## src/rtl/key_debouncer_pkg.sv

```systemverilog
// -----------------------------------------------------------------------------
// key_debouncer_pkg
// Shared definitions for the push-button conditioning blocks.
//
// Contents
//   db_state_t : per-channel debounce state. The encoding is fixed so a
//                future switch debouncer can reuse the same state values.
//                bit[0] of a stable state equals the accepted level.
// -----------------------------------------------------------------------------
package key_debouncer_pkg;

    typedef enum logic [1:0] {
        STABLE_LOW  = 2'b00,    // accepted level 0, input agrees
        PEND_HIGH   = 2'b01,    // accepted level 0, input has gone high, counting
        PEND_LOW    = 2'b10,    // accepted level 1, input has gone low, counting
        STABLE_HIGH = 2'b11     // accepted level 1, input agrees
    } db_state_t;

endpackage : key_debouncer_pkg

```

## src/rtl/debounce_channel.sv

```systemverilog
// -----------------------------------------------------------------------------
// debounce_channel
// One button channel: two-flop synchroniser followed by a four-state
// debounce FSM with a stability counter. A new level is accepted only after
// DEBOUNCE_CYCLES consecutive synchronised samples disagree with the current
// accepted level; any reversal while counting drops back to the stable state.
//
// Ports
//   clock     in   system clock, all state updates on the rising edge
//   reset     in   asynchronous active-low reset
//   key_raw   in   raw pin, active-low (0 = pressed), asynchronous to clock
//   key_level out  debounced press level, active-high, registered
//
// Parameters
//   DEBOUNCE_CYCLES  stable samples needed to accept a change (>= 2)
//   CNT_WIDTH        counter width, wide enough for DEBOUNCE_CYCLES
// -----------------------------------------------------------------------------
module debounce_channel
    import key_debouncer_pkg::*;
#(
    parameter int DEBOUNCE_CYCLES = 500000,
    parameter int CNT_WIDTH       = $clog2(DEBOUNCE_CYCLES + 1)
) (
    input  logic clock,
    input  logic reset,
    input  logic key_raw,
    output logic key_level
);

    localparam logic [CNT_WIDTH-1:0] CNT_ONE  = CNT_WIDTH'(1);
    localparam logic [CNT_WIDTH-1:0] CNT_LAST = CNT_WIDTH'(DEBOUNCE_CYCLES - 1);

    // Synchroniser flops reset to 1, the released level of an active-low pin,
    // so a key held through reset is seen as a fresh press afterwards.
    logic sync1_reg;
    logic sync2_reg;

    db_state_t              state_reg;
    logic [CNT_WIDTH-1:0]   cnt_reg;
    logic                   level_reg;
    logic                   pressed;

    // Plain two-flop chain, nothing between the stages.
    always_ff @(posedge clock or negedge reset) begin
        if (!reset) begin
            sync1_reg <= 1'b1;
            sync2_reg <= 1'b1;
        end else begin
            sync1_reg <= key_raw;
            sync2_reg <= sync1_reg;
        end
    end

    assign pressed = ~sync2_reg;

    // cnt_reg holds the number of consecutive disagreeing samples seen so far
    // in a PEND state. The change is accepted on the sample that would make it
    // DEBOUNCE_CYCLES, so the counter peaks at DEBOUNCE_CYCLES-1 and never wraps.
    always_ff @(posedge clock or negedge reset) begin
        if (!reset) begin
            state_reg <= STABLE_LOW;
            cnt_reg   <= '0;
            level_reg <= 1'b0;
        end else begin
            case (state_reg)
                STABLE_LOW: begin
                    level_reg <= 1'b0;
                    if (pressed) begin
                        state_reg <= PEND_HIGH;
                        cnt_reg   <= CNT_ONE;
                    end else begin
                        cnt_reg   <= '0;
                    end
                end

                PEND_HIGH: begin
                    if (!pressed) begin
                        // bounce: drop the candidate, output untouched
                        state_reg <= STABLE_LOW;
                        cnt_reg   <= '0;
                    end else if (cnt_reg == CNT_LAST) begin
                        state_reg <= STABLE_HIGH;
                        level_reg <= 1'b1;
                        cnt_reg   <= '0;
                    end else begin
                        cnt_reg   <= cnt_reg + CNT_ONE;
                    end
                end

                STABLE_HIGH: begin
                    level_reg <= 1'b1;
                    if (!pressed) begin
                        state_reg <= PEND_LOW;
                        cnt_reg   <= CNT_ONE;
                    end else begin
                        cnt_reg   <= '0;
                    end
                end

                PEND_LOW: begin
                    if (pressed) begin
                        state_reg <= STABLE_HIGH;
                        cnt_reg   <= '0;
                    end else if (cnt_reg == CNT_LAST) begin
                        state_reg <= STABLE_LOW;
                        level_reg <= 1'b0;
                        cnt_reg   <= '0;
                    end else begin
                        cnt_reg   <= cnt_reg + CNT_ONE;
                    end
                end

                default: begin
                    // recovery from a corrupted state register
                    state_reg <= STABLE_LOW;
                    level_reg <= 1'b0;
                    cnt_reg   <= '0;
                end
            endcase
        end
    end

    assign key_level = level_reg;

endmodule : debounce_channel

```

## src/rtl/key_debouncer.sv

```systemverilog
// -----------------------------------------------------------------------------
// key_debouncer
// Front-end conditioning for the lock push-buttons. Each of NUM_KEYS raw,
// asynchronous, active-low pins is synchronised and debounced independently
// and presented as a clean active-high level for the rising-edge monitors.
// A clean pin change sampled at edge k shows on keyLevel at edge
// k + DEBOUNCE_CYCLES + 1.
//
// Ports
//   clock     in   system clock
//   reset     in   asynchronous active-low reset (keyLevel forced to 0)
//   keyRaw    in   [NUM_KEYS] raw pins, active-low (0 = pressed)
//   keyLevel  out  [NUM_KEYS] debounced level, active-high, registered
//
// Parameters
//   NUM_KEYS         number of independent channels
//   DEBOUNCE_CYCLES  stable samples needed to accept a change (>= 2)
// -----------------------------------------------------------------------------
module key_debouncer
    import key_debouncer_pkg::*;
#(
    parameter int NUM_KEYS        = 4,
    parameter int DEBOUNCE_CYCLES = 500000
) (
    input  logic                clock,
    input  logic                reset,
    input  logic [NUM_KEYS-1:0] keyRaw,
    output logic [NUM_KEYS-1:0] keyLevel
);

    // Derived only; callers cannot override it.
    localparam int CNT_WIDTH = $clog2(DEBOUNCE_CYCLES + 1);

    // Channels share nothing but clock and reset, so simultaneous presses
    // resolve with identical latency and no priority between keys.
    generate
        for (genvar gi = 0; gi < NUM_KEYS; gi++) begin : g_chan
            debounce_channel #(
                .DEBOUNCE_CYCLES (DEBOUNCE_CYCLES),
                .CNT_WIDTH       (CNT_WIDTH)
            ) u_chan (
                .clock     (clock),
                .reset     (reset),
                .key_raw   (keyRaw[gi]),
                .key_level (keyLevel[gi])
            );
        end
    endgenerate

endmodule : key_debouncer

```

## config.mk

```make
export PLATFORM = sky130hd
export DESIGN_NAME = key_debouncer
export DESIGN_NICKNAME = d
export VERILOG_FILES = /design/src/rtl/key_debouncer_pkg.sv /design/src/rtl/debounce_channel.sv /design/src/rtl/key_debouncer.sv
export SDC_FILE = /design/constraint.sdc
export NUM_CORES = 1
export LEC_CHECK = 0
export CAP_MARGIN = 20
export CORE_MARGIN = 2
export CORE_UTILIZATION = 32
export DETAILED_ROUTE_END_ITERATION = 10
export GPL_TIMING_DRIVEN = 0
export PLACE_DENSITY = 0.44
export SYNTH_ARGS = -nofsm -noshare
export SYNTH_HDL_FRONTEND = slang
export SYNTH_HIERARCHICAL = 1
export SYNTH_SLANG_ARGS = --single-unit
```

## constraint.sdc

```tcl
create_clock -name clock -period 4 [get_ports clock]
set_clock_uncertainty 0.2 [all_clocks]
set_input_delay 1 -clock clock [delete_from_list [all_inputs] [get_ports clock]]
set_output_delay 1 -clock clock [all_outputs]
set_load 0.02 [all_outputs]
```

==> results list <==
- The tightest min-delay check is of the register to register type.
* Starting utilization of the core area: 32.4%
- In this design, the largest share of critical-path delay is due to buffers and inverters.
* Vias per std cell: approximately 5
- Setup violations, final: 0
- STA classifies the critical path endpoint as a primary output.
* RSZ-0062 raised after global routing: no
- The congestion estimate from routability-driven global placement came to between 0.7 and 0.8.
- Share of the yosys chip area belonging to registers: 45.2%
* Final Hold Vio Count: 0
- The die is 133 um wide.
- Pre-antenna DRT Iters: 4
- Transition time at the pin with the least slew margin: about 0.66 ns
- Area of the mapped netlist: 5330 sq um
- The die is 133 um tall.
- In this run the worst path has a maximum fanout of 4.
- After detailed placement, the design holds a cell count of 764.
- The floorplan has 47 rows.
* Slowest CP cell: clkdlybuf4s50_1
- For this run the aggregate overflow at the end of global routing stands at 0.
- The filler cells instantiated in the layout total 1,673.
- Cells with a size suffix above 1 make up 12.3% of the layout.
- Quantity of hold-fixing buffers added after cts: 0
* Number of buffers and inverters on the critical path: 1
- Clock-pin slew on the worst setup and hold paths: roughly 0.06 ns
- Summed over all instances, the cell type with the most area after synthesis is dfrtp_1.
- Final setup TNS: 0 ns
- Crit path kind: register to primary output
* Arrival @ worst endpoint: 1.35 ns
- Wires add up to 10,600 um.
* Post-layout utilization of the core: 36.7%
- After synthesis the netlist holds a flip-flop and latch count of 96.
- Area added between synthesis and finish: 13.4%
- In this run the number of H-tree levels came out at 3.
- Crit path required time: 2.80 ns
- Most frequent cells after synthesis: dfrtp_1, nor2_1, xor2_1
* Fmax: approximately 0.39 GHz
- Antenna violations before repair: 0
* Power density cells: roughly 500 nW/um^2
- The register with the most flip-flops in the layout has between 70 and 80 of them.
- Among all cell types in the netlist, the one instantiated most often is dfrtp_1.
- For this run, the number of Yosys warnings is 6.
- Number of nets in the layout: 584
- Root cell of the clock tree: clkbuf_16
* CP peak stage delay: 0.62 ns
* Antenna cell count: 0
- TritonCTS clock tree: done
- VDD sags by at most 0.208 mV.
- Total CTS buffers: 9
* Cell types with the largest area share after synthesis: dfrtp_1, xor2_1, ha_1
* IO Port Bufs: 9
* Post-Syn Area per Cell: 9.99 sq um
- Number of DRC violations after detailed routing: 0
- Final Slew Violations: 0
- Post-CTS timing repair inserted 0 buffers for setup.
* First-pass GRT wire length: 18,600 um
- Number of non-filler instances in the completed layout: 780
- The final critical path takes up 63.8% of the cycle.
- Post_cts resized: 0
- Entering global routing, the biggest net connects 59 pins.
- 10 I/O pins were placed.
- P_leak: 2.46 nW
* Time the worst path needs with I/O delays and setup: 2.55 ns
- Across the run, the number of max-cap violations was 0.
- Synthesis produced a netlist whose cell count is 534.
* Routed wirelength normalized by instance count: 13.6 um
* EDFF count, synth: 0
- Max Buffers Root-to-Sink: 2
* Source-to-sink clock delay at the later pin of the worst-skew pair: 0.35 ns
- Synthesis produced a netlist with a net count of 563.
* Post-route antenna net violation count: 0
* Outcome: complete, no violations
- Share of the synthesized area in the top cell type: 41.3%
- Primary FF master, synth: dfrtp_1
* Floorplan die area: 17,700 sq um
- Vias: ~3,900
* Total global routing track utilization: between 10 and 15%
- Startpoint type of the worst setup path: register
- The number of global-route vias before repair was 3,854.
- Number of clock sinks: 96
* Area of the placeable core: 16,500 sq um
- Headroom to the max-slew limit came out at 55.3%.
* CP cell instances: clkdlybuf4s50_1
- Distinct cell type count after synthesis: 60
* Async set-or-reset flop fraction in the synthesized netlist: between 90% and 100%
* HPWL after detailed placement: 7200 um
- For this block, the initial DRC count from the detailed router was roughly 260.
## cell families after synthesis
group                      synth area share (%)
muxes                                      1.36
AOI/OAI and AO/OA                          9.20
buffers and inverters                      4.76
and+or+nand+nor                            24.5
adders and majority gates                  5.40
xor gates and xnor gates                   9.52
DFF                                        45.2
## cell usage in the layout (no fill, tap or decap), types with 4 or more instances in the layout
cell / n
and4_1: 8
a211o_1: 6
buf_2: 4
nand2_1: 26
xor2_1: 38
inv_1: 24
nand3_1: 31
mux2i_1: 5
nor2_1: 73
ha_1: 23
nand4_1: 18
clkbuf_1: 5
nor2_2: 10
buf_6: 8
dfrtp_1: 88
a21oi_1: 25
nor3_1: 4
or3_1: 7
nor4b_1: 6
o21ai_0: 10
o31ai_1: 8
dfstp_2: 8
or4_1: 7
nor3b_1: 6
clkbuf_16: 9
and3_1: 9
xnor2_1: 20
buf_4: 4
clkdlybuf4s50_1: 8
## worst paths after layout
check | start | end | slack [ns] | cells past startpoint
max in group asynchronous | reset | g_chan[1].u_chan/sync2_reg$_DFF_PN1_ | 2.44 | 2
max | g_chan[1].u_chan/key_level$_DFFE_PN0P_ | keyLevel[1] | 1.45 | 1
min | g_chan[1].u_chan/sync1_reg$_DFF_PN1_ | g_chan[1].u_chan/sync2_reg$_DFF_PN1_ | 0.16 | 0
min reg2reg | g_chan[1].u_chan/sync1_reg$_DFF_PN1_ | g_chan[1].u_chan/sync2_reg$_DFF_PN1_ | 0.16 | 0
max reg2reg | g_chan[0].u_chan/cnt_reg[6]$_DFF_PN0_ | g_chan[0].u_chan/cnt_reg[5]$_DFF_PN0_ | 1.52 | 7
min in group asynchronous | reset | g_chan[0].u_chan/cnt_reg[2]$_DFF_PN0_ | 0.43 | 1
## layout make-up
type / count / area, sq um / area share (%)
flip-flops and latches: 96 / 2410 / 39.9
well taps: 220 / 275 / 4.55
inverters: 24 / 90.1 / 1.49
clock inverters: 3 / 65.1 / 1.08
repair buffers: 10 / 115 / 1.90
plain buffers: 19 / 164 / 2.71
multi-input cells: 395 / 2670 / 44.1
clock buffers: 13 / 260 / 4.30
## power breakdown
group          internal (mW)  total [mW]  leakage [nW]  switching (mW)
sequential              1.07        1.16          1.28          0.0862
clock                  0.582       0.946         0.160           0.364
combinational          0.411       0.936          1.01           0.525
## stage by stage
stage / power (mW) / area, sq um / setup slack [ns] / hold slack, ns
after floorplan: 1.87 / 5330 / 1.72 / 0.145
after global placement: 2.09 / 5700 / -2.24 / 0.146
after detailed placement: 2.12 / 5720 / 1.53 / 0.148
after CTS: 3.10 / 6050 / 1.42 / 0.158
after global routing: 3.26 / 6050 / 1.40 / 0.160
final: 3.04 / 6050 / 1.45 / 0.155
## per-layer routing
metal	vias up	global-route usage (%)	share of wire, %
met3	7	3.23	2.6
met5	-	0	0
li1	1931	-	-
met2	34	21.2	47
met1	1891	16.8	49
met4	0	3.90	1.1
No activity file was read; power rests on OpenSTA's default activity.
